**config.mk**
```make
export PLATFORM = sky130hd
export DESIGN_NAME = uart_tx_stim_flat
export DESIGN_NICKNAME = d
export VERILOG_FILES = /design/src/rtl/uart_tx_stim_if.sv /design/src/rtl/uart_tx_stim.sv /design/src/flat_wrapper.sv
export SDC_FILE = /design/constraint.sdc
export NUM_CORES = 1
export LEC_CHECK = 0
export BUFFER_PORTS_ARGS = -buffer_cell sky130_fd_sc_hd__buf_4
export CAP_MARGIN = 15
export CELL_PAD_IN_SITES_DETAIL_PLACEMENT = 0
export CELL_PAD_IN_SITES_GLOBAL_PLACEMENT = 1
export CORE_MARGIN = 2
export CORE_UTILIZATION = 50
export CTS_BUF_LIST = sky130_fd_sc_hd__clkbuf_8 sky130_fd_sc_hd__clkbuf_16
export DETAILED_ROUTE_END_ITERATION = 8
export PLACE_DENSITY = 0.81
export SLEW_MARGIN = 15
export SYNTH_ARGS = -nofsm -noshare
export SYNTH_HDL_FRONTEND = slang
export SYNTH_SLANG_ARGS = --single-unit
export TNS_END_PERCENT = 30
```
**constraint.sdc**
```tcl
create_clock -name HCLK -period 2.87 [get_ports HCLK]
set_input_delay 0.287 -clock HCLK [delete_from_list [all_inputs] [get_ports HCLK]]
set_output_delay 0.287 -clock HCLK [all_outputs]
set_load 0.03 [all_outputs]
```
**src/rtl/uart_tx_stim_if.sv**
```systemverilog
// Byte write channel into the uart_tx_stim transmit FIFO.
//   wdata  : byte to queue
//   wvalid : producer has a byte on wdata
//   wready : FIFO can accept; a byte transfers on an edge with wvalid & wready
interface uart_tx_stim_if;
    logic [7:0] wdata;
    logic       wvalid;
    logic       wready;

    modport master (output wdata, output wvalid, input wready);
    modport slave  (input wdata, input wvalid, output wready);
endinterface

```
**src/rtl/uart_tx_stim.sv**
```systemverilog
// Buffered 8N1 UART transmitter: queues bytes in a small FIFO and shifts them
// out LSB first at CLKS_PER_BIT clocks per bit, frames back-to-back.
// Optional even parity bit between data and stop: define UART_TX_STIM_PARITY_EN.
//   HCLK    : system clock, rising edge
//   HRESETn : asynchronous active-low reset
//   wr      : byte write channel (slave side)
//   tx      : serial line, idle high, registered
//   busy    : a frame is in progress
//   level   : bytes queued, excluding the byte being shifted
module uart_tx_stim #(
    parameter int unsigned CLKS_PER_BIT = 16,
    parameter int unsigned FIFO_DEPTH   = 4
) (
    input  logic                        HCLK,
    input  logic                        HRESETn,
    uart_tx_stim_if.slave               wr,
    output logic                        tx,
    output logic                        busy,
    output logic [$clog2(FIFO_DEPTH):0] level
);

    localparam int unsigned AW = $clog2(FIFO_DEPTH);
    localparam int unsigned LW = AW + 1;
    localparam int unsigned CW = $clog2(CLKS_PER_BIT);
    localparam int unsigned BW = 3;

    localparam logic [CW-1:0] CNT_LAST = CW'(CLKS_PER_BIT - 1);
    localparam logic [BW-1:0] BIT_LAST = BW'(7);
    localparam logic [LW-1:0] LVL_FULL = LW'(FIFO_DEPTH);

`ifdef UART_TX_STIM_PARITY_EN
    typedef enum logic [2:0] {IDLE, START, DATA, PARITY, STOP} state_t;
`else
    typedef enum logic [2:0] {IDLE, START, DATA, STOP} state_t;
`endif

    // FIFO storage and bookkeeping
    logic [7:0]    mem [FIFO_DEPTH];
    logic [AW-1:0] wr_ptr;
    logic [AW-1:0] rd_ptr;
    logic [LW-1:0] level_d;
    logic          full;
    logic          empty;
    logic          push;
    logic          pop;

    // Frame engine state
    state_t        state_q, state_d;
    logic [CW-1:0] cnt_q, cnt_d;
    logic [BW-1:0] bit_q, bit_d;
    logic [7:0]    shreg_q, shreg_d;
    logic          tx_d;
    logic          load;
`ifdef UART_TX_STIM_PARITY_EN
    logic          par_q, par_d;
`endif

    // Ready depends on the registered level only, so a same-cycle pop never frees a slot early
    assign full      = (level == LVL_FULL);
    assign empty     = (level == '0);
    assign wr.wready = !full;
    assign push      = wr.wvalid & !full;
    assign pop       = load;

    // Byte storage, no reset needed
    always_ff @(posedge HCLK) begin
        if (push) begin
            mem[wr_ptr] <= wr.wdata;
        end
    end

    // Occupancy update
    always_comb begin
        level_d = level;
        case ({push, pop})
            2'b10:   level_d = level + LW'(1);
            2'b01:   level_d = level - LW'(1);
            default: level_d = level;
        endcase
    end

    // FIFO pointers and level
    always_ff @(posedge HCLK or negedge HRESETn) begin
        if (!HRESETn) begin
            wr_ptr <= '0;
            rd_ptr <= '0;
            level  <= '0;
        end else begin
            if (push) begin
                wr_ptr <= wr_ptr + AW'(1);
            end
            if (pop) begin
                rd_ptr <= rd_ptr + AW'(1);
            end
            level <= level_d;
        end
    end

    // Next-state and next-output logic for the frame engine
    always_comb begin
        state_d = state_q;
        cnt_d   = cnt_q;
        bit_d   = bit_q;
        shreg_d = shreg_q;
        tx_d    = tx;
        load    = 1'b0;
`ifdef UART_TX_STIM_PARITY_EN
        par_d   = par_q;
`endif

        case (state_q)
            IDLE: begin
                tx_d = 1'b1;
                load = !empty;
            end

            START: begin
                if (cnt_q == CNT_LAST) begin
                    cnt_d   = '0;
                    bit_d   = '0;
                    tx_d    = shreg_q[0];
                    state_d = DATA;
                end else begin
                    cnt_d = cnt_q + CW'(1);
                end
            end

            DATA: begin
                if (cnt_q == CNT_LAST) begin
                    cnt_d = '0;
                    if (bit_q == BIT_LAST) begin
`ifdef UART_TX_STIM_PARITY_EN
                        tx_d    = par_q;
                        state_d = PARITY;
`else
                        tx_d    = 1'b1;
                        state_d = STOP;
`endif
                    end else begin
                        bit_d   = bit_q + BW'(1);
                        shreg_d = {1'b0, shreg_q[7:1]};
                        tx_d    = shreg_q[1];
                    end
                end else begin
                    cnt_d = cnt_q + CW'(1);
                end
            end

`ifdef UART_TX_STIM_PARITY_EN
            PARITY: begin
                if (cnt_q == CNT_LAST) begin
                    cnt_d   = '0;
                    tx_d    = 1'b1;
                    state_d = STOP;
                end else begin
                    cnt_d = cnt_q + CW'(1);
                end
            end
`endif

            STOP: begin
                if (cnt_q == CNT_LAST) begin
                    cnt_d   = '0;
                    tx_d    = 1'b1;
                    state_d = IDLE;
                    load    = !empty;
                end else begin
                    cnt_d = cnt_q + CW'(1);
                end
            end

            default: begin
                tx_d    = 1'b1;
                state_d = IDLE;
            end
        endcase

        // Starting a frame (from IDLE or straight off the last stop cycle) overrides the above
        if (load) begin
            shreg_d = mem[rd_ptr];
            tx_d    = 1'b0;
            cnt_d   = '0;
            state_d = START;
`ifdef UART_TX_STIM_PARITY_EN
            par_d   = ^mem[rd_ptr];
`endif
        end
    end

    // Frame engine registers
    always_ff @(posedge HCLK or negedge HRESETn) begin
        if (!HRESETn) begin
            state_q <= IDLE;
            cnt_q   <= '0;
            bit_q   <= '0;
            shreg_q <= '0;
            tx      <= 1'b1;
            busy    <= 1'b0;
`ifdef UART_TX_STIM_PARITY_EN
            par_q   <= 1'b0;
`endif
        end else begin
            state_q <= state_d;
            cnt_q   <= cnt_d;
            bit_q   <= bit_d;
            shreg_q <= shreg_d;
            tx      <= tx_d;
            busy    <= (state_d != IDLE);
`ifdef UART_TX_STIM_PARITY_EN
            par_q   <= par_d;
`endif
        end
    end

endmodule

```
**src/flat_wrapper.sv**
```systemverilog
// flat-port wrapper written by rule: the top's interface ports become plain ports
module uart_tx_stim_flat 
#(
    parameter int unsigned CLKS_PER_BIT = 16,
    parameter int unsigned FIFO_DEPTH   = 4
)
  (HCLK, HRESETn, tx, busy, level, wr_wdata, wr_wvalid, wr_wready);
  uart_tx_stim_if wr_i ();
  input  logic HCLK;
  input  logic HRESETn;
  output logic tx;
  output logic busy;
  output logic [$clog2(FIFO_DEPTH):0] level;
  input wire logic [$bits(wr_i.wdata)-1:0] wr_wdata;
  input wire logic [$bits(wr_i.wvalid)-1:0] wr_wvalid;
  output wire logic [$bits(wr_i.wready)-1:0] wr_wready;
  assign wr_i.wdata = wr_wdata;
  assign wr_i.wvalid = wr_wvalid;
  assign wr_wready = wr_i.wready;
  uart_tx_stim #(.CLKS_PER_BIT(CLKS_PER_BIT), .FIFO_DEPTH(FIFO_DEPTH)) u_core (.HCLK(HCLK), .HRESETn(HRESETn), .wr(wr_i), .tx(tx), .busy(busy), .level(level));
endmodule
```
==> summary.md, run 1 <==
| Metric | Value |
|---|---|
| Result of the run | `finished clean` |
| Hold path startpoint | `wr_wdata[6]` |
| Slowest stage cell, crit path | `sky130_fd_sc_hd__dfrtp_1` |
| Share of final-layout standard cells stronger than drive strength 1 | `23.9%` |
| RSZ-0062 raised after global routing | `false` |
| Remaining global-route overflow | `0` |
| Area share of the leading cell type in the synthesized netlist | `37.0%` |
| Post-synthesis average cell area | `14.8 sq um` |
| Die extent in x | `76.0 microns` |
| Number of diodes | `0` |
| Final routed wire length divided by cell count | `15.9 microns` |
| GP Congestion | `0.728` |
| Die Footprint | `0.00578 sq mm` |
| Slowest cell delay on critical path | `430 ps` |
| Post-placement setup slack | `434 ps` |
| Post-CTS clock slew at the launch and capture registers of the worst setup and hold paths | `70 ps` |
| Biggest area contributors in the synthesized netlist | `sky130_fd_sc_hd__edfxtp_1, sky130_fd_sc_hd__dfrtp_1, sky130_fd_sc_hd__mux4_2` |
| Summed negative setup slack over all endpoints | `0 ps` |
| Highest clock rate | `403 MHz` |
| Port Buffers | `16` |
| Nets | `216` |
| Vias in the first global route | `1550` |
| First-iteration detailed-routing DRC count | `50` |
| Standard cell core area | `0.00504 sq mm` |
| Antenna violations before repair | `0` |
| Syn nets | `195` |
| Final setup viols | `0` |
| Final instance count without filler cells | `271` |
| Count of nets left with antenna violations after detail routing | `0` |
| Tightest slew margin relative to the limit | `57.0%` |
| Post-Syn Instances | `175` |
| Vertical die dimension | `76.0 microns` |
| Buffers & Inverters on Critical Path | `1` |
| Maximum count of clock buffers along a single path | `2` |
| Min-delay worst type | `input port to flop` |
| Data arrival time at the worst-slack endpoint | `2740 ps` |
| Global routing usage on met1 | `19.4%` |
| Top-level port count | `17` |
| Cell area after placement | `0.00276 sq mm` |
| Chain of cells forming the critical path | `ha_1, nand4_2, a2111oi_4, ha_1, inv_1, fa_1, xor2_1, nor2_1, xor2_1` |
| Kind of capture point of the worst setup path | `flop` |
| Layout Area Growth over Synthesis | `15.3%` |
| Measured slew at the worst slew-check pin | `640 ps` |
| Most congested layer reported by global routing | `met2` |
| Register area share after synthesis | `63.1%` |
| Largest net degree at the start of global routing | `28` |
| Area of the mapped netlist | `0.00259 sq mm` |
| Sinks on Clock Net | `59` |
| Number of warning messages in the yosys log | `0` |
| Buffer type at the clock tree root | `sky130_fd_sc_hd__clkbuf_8` |
| Max capacitance violation total | `0` |
| TritonCTS Buffers | `9` |
| Post-route DRC | `0` |
| Met2 usage | `29.0%` |
| Final HPWL from detailed placement | `2970 microns` |
| Tmin final | `2480 ps` |
| Met3 Use GR | `4.03%` |
| Starting density of the core | `51.5%` |
| Placed cells | `254` |
| Leading cell type by number of instances after synthesis | `sky130_fd_sc_hd__edfxtp_1` |
| Worst setup path class | `flop to flop` |
| Deepest level of the CTS H-tree | `3` |
| Kind of cell adding the most delay to the critical path | `adder cells` |
| Fin crit share | `86.5%` |
| Cell row count | `26` |
| Reg-to-Reg Start | `u_core.cnt_q[0]` |
| Share of the core filled with cells in the final layout | `59.3%` |
| EDFF count, synth | `32` |
| Maximum vdd drop | `0.569 mV` |
| Latest clock arrival within the worst-skew pair | `340 ps` |
| Detailed Route WL | `4300 microns` |
| Startpoint type of the worst setup path | `flop` |
| Fin. max-slew vios | `0` |
| First drt pass iteration count | `4` |
| Hold violation total from the final report | `0` |
| Number of gates resized after cts | `0` |
| Synth area leader | `sky130_fd_sc_hd__edfxtp_1` |
| Synthesized flop and latch total | `59` |
| Most used flip-flop cell after synthesis | `sky130_fd_sc_hd__edfxtp_1` |
| Async set-or-reset flop fraction in the synthesized netlist | `45.8%` |
| Global-route wire length before repair | `7320 microns` |
| Synth cell types | `39` |
| All-Layer GR Usage | `16.7%` |
| Skew final | `6.96 ps` |
| Critical-path maximum fanout | `4` |
| Cell area after layout | `0.00299 sq mm` |
| Total via count after detailed routing | `1443` |
| Clock tree from TritonCTS | `built` |
| Most frequent cells after synthesis | `sky130_fd_sc_hd__edfxtp_1, sky130_fd_sc_hd__dfrtp_1, sky130_fd_sc_hd__nand2_1` |
| Routed via count divided by cell count | `5.32` |
| Pwr Density | `961 mW/mm^2` |
| Req. time, crit path | `3130 ps` |
| Lkg Pwr | `1.24 nW` |
| Final worst setup slack | `387 ps` |
| Worst setup startpoint | `u_core.cnt_q[0]` |
stage by stage:
stage / hold slack [ps] / power, mW
after floorplan: -8.59 / 1.85
after global placement: 213 / 2.01
after detailed placement: 223 / 2.07
after CTS: 137 / 2.91
after global routing: 140 / 3.03
final: 143 / 2.88
registers in the layout (all words and copies together) (netlist names):
| name | cells |
|---|---|
| u_core.bit_q | 3 |
| u_core.level | 3 |
| u_core.busy | 1 |
| u_core.rd_ptr | 2 |
| u_core.mem | 32 |
| u_core.cnt_q | 4 |
| u_core.shreg_q | 8 |
| u_core.tx | 1 |
| u_core.wr_ptr | 2 |
| u_core.state_q | 3 |
report_power, final:
part	leakage [nW]	switching (mW)	internal (mW)	total, mW
clock	0.102	0.343	0.492	0.835
sequential	0.629	0.188	1.13	1.32
combinational	0.509	0.372	0.348	0.720
worst paths after layout:
path	to	slack, ps	depth (start not counted)
min in group asynchronous	u_core.level[1]	390	2
min	u_core.mem[3][6]	140	1
max in group asynchronous	u_core.tx	2170	2
max reg2reg	u_core.level[2]	390	9
max	u_core.level[2]	390	9
min reg2reg	u_core.tx	490	2
repair_timing:
action | CTS | global route
setup buffers | 0 | 0
hold endpoints to repair | 26 | 0
endpoints found under the setup margin | 0 | 0
hold buffers | 1 | 0
cell type report:
type | instances | area [sq um]
clock buffers | 9 | 124
inverters | 8 | 30.0
well taps | 70 | 87.6
clock inverters | 7 | 100
repair buffers | 18 | 138
flip-flops and latches | 59 | 1640
multi-input cells | 100 | 875
fillers | 399 | 2050
cells by family after synthesis:
group	share of synthesized area, %
adder cells (fa/ha/maj)	4.63
multiplexers	11.7
XOR/XNOR	2.70
AND/OR/NAND/NOR	7.28
flip-flops	63.1
AO/OA/AOI/OAI	7.28
buffers and inverters	3.18
other	0.145
layout by cell type (no fill, tap or decap), types with 2 or more instances in the layout:
cell	instances
sky130_fd_sc_hd__o22ai_1	2
sky130_fd_sc_hd__clkinvlp_4	3
sky130_fd_sc_hd__and3_1	4
sky130_fd_sc_hd__nor2_1	7
sky130_fd_sc_hd__xnor2_1	3
sky130_fd_sc_hd__ha_1	8
sky130_fd_sc_hd__buf_4	17
sky130_fd_sc_hd__inv_1	8
sky130_fd_sc_hd__a22o_1	5
sky130_fd_sc_hd__clkbuf_8	9
sky130_fd_sc_hd__nand2_1	14
sky130_fd_sc_hd__o21ai_1	7
sky130_fd_sc_hd__o21ai_0	2
sky130_fd_sc_hd__xor2_1	5
sky130_fd_sc_hd__mux4_2	8
sky130_fd_sc_hd__mux2i_1	10
sky130_fd_sc_hd__bufinv_16	2
sky130_fd_sc_hd__a21oi_1	2
sky130_fd_sc_hd__dfrtp_1	26
sky130_fd_sc_hd__mux2_2	2
sky130_fd_sc_hd__edfxtp_1	32
sky130_fd_sc_hd__nand3_1	2
sky130_fd_sc_hd__nor2b_1	3
layer usage:
| metal | vias up | part of all wire, % |
|---|---|---|
| met5 | - | 0 |
| met4 | 0 | 2.5 |
| met3 | 9 | 2.8 |
| met2 | 21 | 52 |
| met1 | 726 | 42 |
| li1 | 687 | - |
Note: power is estimated with default switching activity, not from simulation.
==> inputs of run 2 (changes only) <==
--- a/config.mk
+++ b/config.mk
@@ -7,15 +7,14 @@
 export LEC_CHECK = 0
 export BUFFER_PORTS_ARGS = -buffer_cell sky130_fd_sc_hd__buf_4
 export CAP_MARGIN = 15
-export CELL_PAD_IN_SITES_DETAIL_PLACEMENT = 0
-export CELL_PAD_IN_SITES_GLOBAL_PLACEMENT = 1
 export CORE_MARGIN = 2
-export CORE_UTILIZATION = 50
+export CORE_UTILIZATION = 59
 export CTS_BUF_LIST = sky130_fd_sc_hd__clkbuf_8 sky130_fd_sc_hd__clkbuf_16
 export DETAILED_ROUTE_END_ITERATION = 8
 export PLACE_DENSITY = 0.81
+export SKIP_CTS_REPAIR_TIMING = 1
 export SLEW_MARGIN = 15
 export SYNTH_ARGS = -nofsm -noshare
 export SYNTH_HDL_FRONTEND = slang
 export SYNTH_SLANG_ARGS = --single-unit
-export TNS_END_PERCENT = 30
+export TNS_END_PERCENT = 1
==> run 2 against run 1 <==
Net effect:
- sequential share of layout area rose by 0.86 points
- cell count fell by 6.6%
- maximum frequency rose by 2.2%
- combinational power rose by 0.8%
- utilization rose by 9.3 points
- largest cell class unchanged
==> summary.md, run 2 (same netlist as run 1, synthesis figures left out) <==
| Metric | Value |
|---|---|
| Result of the run | `finished clean` |
| Standard cell core area | `0.00429 sq mm (-15%)` |
| Layout Area Growth over Synthesis | `13.5%` |
| Top library cells by usage in the layout, fill and taps aside | `sky130_fd_sc_hd__edfxtp_1, sky130_fd_sc_hd__dfrtp_1, sky130_fd_sc_hd__buf_4` |
| Antenna violations before repair | `0 (unchanged)` |
| Top-level port count | `17 (unchanged)` |
| Die Footprint | `0.00494 sq mm (-14%)` |
| RSZ-0062 raised after global routing | `false` |
| Final routed wire length divided by cell count | `17.0 microns (+6.9%)` |
| Total via count after detailed routing | `1466 (+1.6%)` |
| Flop-to-flop setup slack | `440 ps (+50 ps)` |
| TritonCTS Buffers | `9 (unchanged)` |
| Cell area after layout | `0.00295 sq mm (-1.5%)` |
| Nets | `216 (unchanged)` |
| Number of diodes | `0 (unchanged)` |
| Sinks on Clock Net | `59 (unchanged)` |
| Kind of capture point of the worst setup path | `flop` |
| Cell area after placement | `0.00274 sq mm (-0.82%)` |
| Post-route DRC | `0 (unchanged)` |
| Data arrival time at the worst-slack endpoint | `2680 ps (-60 ps)` |
| Hold violation total from the final report | `0 (unchanged)` |
| Port Buffers | `16 (unchanged)` |
| All-Layer GR Usage | `19.9% (+3.2 points)` |
| Final HPWL from detailed placement | `3090 microns (+4.1%)` |
| Hold path startpoint | `wr_wdata[5]` |
| Highest clock rate | `411 MHz (+2.2%)` |
| Vias in the first global route | `1541 (-0.58%)` |
| Critical-path maximum fanout | `4 (unchanged)` |
| Startpoint type of the worst setup path | `flop` |
| Flip-flop count of the largest register after layout | `32 (unchanged)` |
| Starting density of the core | `60.4% (+9.0 points)` |
| Cell row count | `24 (-7.7%)` |
| Latest clock arrival within the worst-skew pair | `330 ps (about the same)` |
| Lkg Pwr | `1.23 nW (-0.50%)` |
| Routed via count divided by cell count | `5.79 (+8.8%)` |
| Share of final-layout standard cells stronger than drive strength 1 | `23.9% (unchanged)` |
| Global-route wire length before repair | `7300 microns (-0.27%)` |
| First drt pass iteration count | `4 (unchanged)` |
| Skew final | `11.8 ps (+4.82 ps)` |
| Count of nets left with antenna violations after detail routing | `0 (unchanged)` |
| Fin crit share | `84.7% (-1.9 points)` |
| Post-CTS clock slew at the launch and capture registers of the worst setup and hold paths | `80 ps (about the same)` |
| Worst setup startpoint | `u_core.cnt_q[0]` |
| Remaining global-route overflow | `0 (unchanged)` |
| Die extent in x | `70.3 microns (-7.5%)` |
| Detailed Route WL | `4290 microns (-0.16%)` |
| Clock tree from TritonCTS | `built` |
| Largest registers | `u_core.mem x32, u_core.shreg_q x8, u_core.cnt_q x4` |
| Maximum count of clock buffers along a single path | `2 (unchanged)` |
| Maximum vdd drop | `0.717 mV (+26%)` |
| Reg-to-Reg Start | `u_core.cnt_q[0]` |
| Pwr Density | `949 mW/mm^2 (-1.2%)` |
| Share of the core filled with cells in the final layout | `68.6% (+9.3 points)` |
| Largest net degree at the start of global routing | `28 (unchanged)` |
| Buffer type at the clock tree root | `sky130_fd_sc_hd__clkbuf_8` |
| Tightest slew margin relative to the limit | `56.8% (-0.21 points)` |
| Max capacitance violation total | `0 (unchanged)` |
| Hold path cells | `1 (unchanged)` |
| Register name with the most flops | `u_core.mem` |
| Final setup viols | `0 (unchanged)` |
| Vertical die dimension | `70.3 microns (-7.5%)` |
| Min-delay worst type | `input port to flop` |
| Placed cells | `236 (-7.1%)` |
| Total power | `2.80 mW (-2.8%)` |
| Terminus of the critical flop-to-flop path | `u_core.level[2]` |
| Endpoint of the worst setup timing path | `u_core.level[2]` |
| Final worst setup slack | `440 ps (+53.3 ps)` |
| Fin. max-slew vios | `0 (unchanged)` |
| Req. time, crit path | `3120 ps (about the same)` |
| First-iteration detailed-routing DRC count | `88 (+76%)` |
| Summed negative setup slack over all endpoints | `0 ps (unchanged)` |
| Post-placement setup slack | `446 ps (+12.0 ps)` |
| Final instance count without filler cells | `253 (-6.6%)` |
| Worst setup path class | `flop to flop` |
| R2r worst-path depth | `9 (unchanged)` |
| Hold_ws | `148 ps (+4.84 ps)` |
| Commonest non-fill, non-tap cell in the layout | `sky130_fd_sc_hd__edfxtp_1` |
| Tmin final | `2430 ps (-53.3 ps)` |
| Measured slew at the worst slew-check pin | `643 ps (+3.10 ps)` |
| GP Congestion | `0.782 (+7.4%)` |
| Deepest level of the CTS H-tree | `3 (unchanged)` |
run 2: cell types whose count changed in the layout (fill, tap and decap cells not counted), sizes merged:
cell | before | now
bufinv | 2 | 1
clkinvlp | 3 | 2
clkinv | 1 | 3
run 2: metal layers:
layer | global-route usage (%) | vias to the layer above | share of wire, %
met5 | 0 | - | 0
met4 | 9.62 | 0 | 1.9
met3 | 4.47 | 9 | 3.7
met2 | 34.0 | 31 | 53
met1 | 23.8 | 742 | 41
li1 | - | 684 | -
run 2: final cells by class:
type / instances / area [sq um]
Tap cell: 52 / 65.1
Timing Repair Buffer: 18 / 138
Inverter: 8 / 30.0
Sequential cell: 59 / 1640
Fill cell: 303 / 1350
Clock buffer: 9 / 124
Clock inverter: 7 / 76.3
Multi-Input combinational cell: 100 / 875
run 2: power by group:
group	switching [mW]	total (mW)	internal, mW
clock	0.339	0.744	0.404
combinational	0.376	0.726	0.349
sequential	0.194	1.33	1.13
total	0.910	2.80	1.89
run 2: worst min path at each step:
stage / endpoint / slack, ps
detailed placement: u_core.bit_q[0] / 220
global placement: u_core.shreg_q[0] / 210
floorplan: u_core.bit_q[0] / -9
CTS: u_core.rd_ptr[0] / -140
finish: u_core.mem[3][5] / 150
global route: u_core.mem[3][4] / 140
run 2: worst max-delay path, cell delays in order, from the launching register on:
cell and delay (ps):
sky130_fd_sc_hd__dfrtp_1 410, sky130_fd_sc_hd__ha_1 240, sky130_fd_sc_hd__nand4_2 190, sky130_fd_sc_hd__a2111oi_4 420
sky130_fd_sc_hd__ha_1 240, sky130_fd_sc_hd__inv_1 60, sky130_fd_sc_hd__fa_1 370, sky130_fd_sc_hd__xor2_1 160
sky130_fd_sc_hd__nor2_1 110, sky130_fd_sc_hd__xor2_1 150
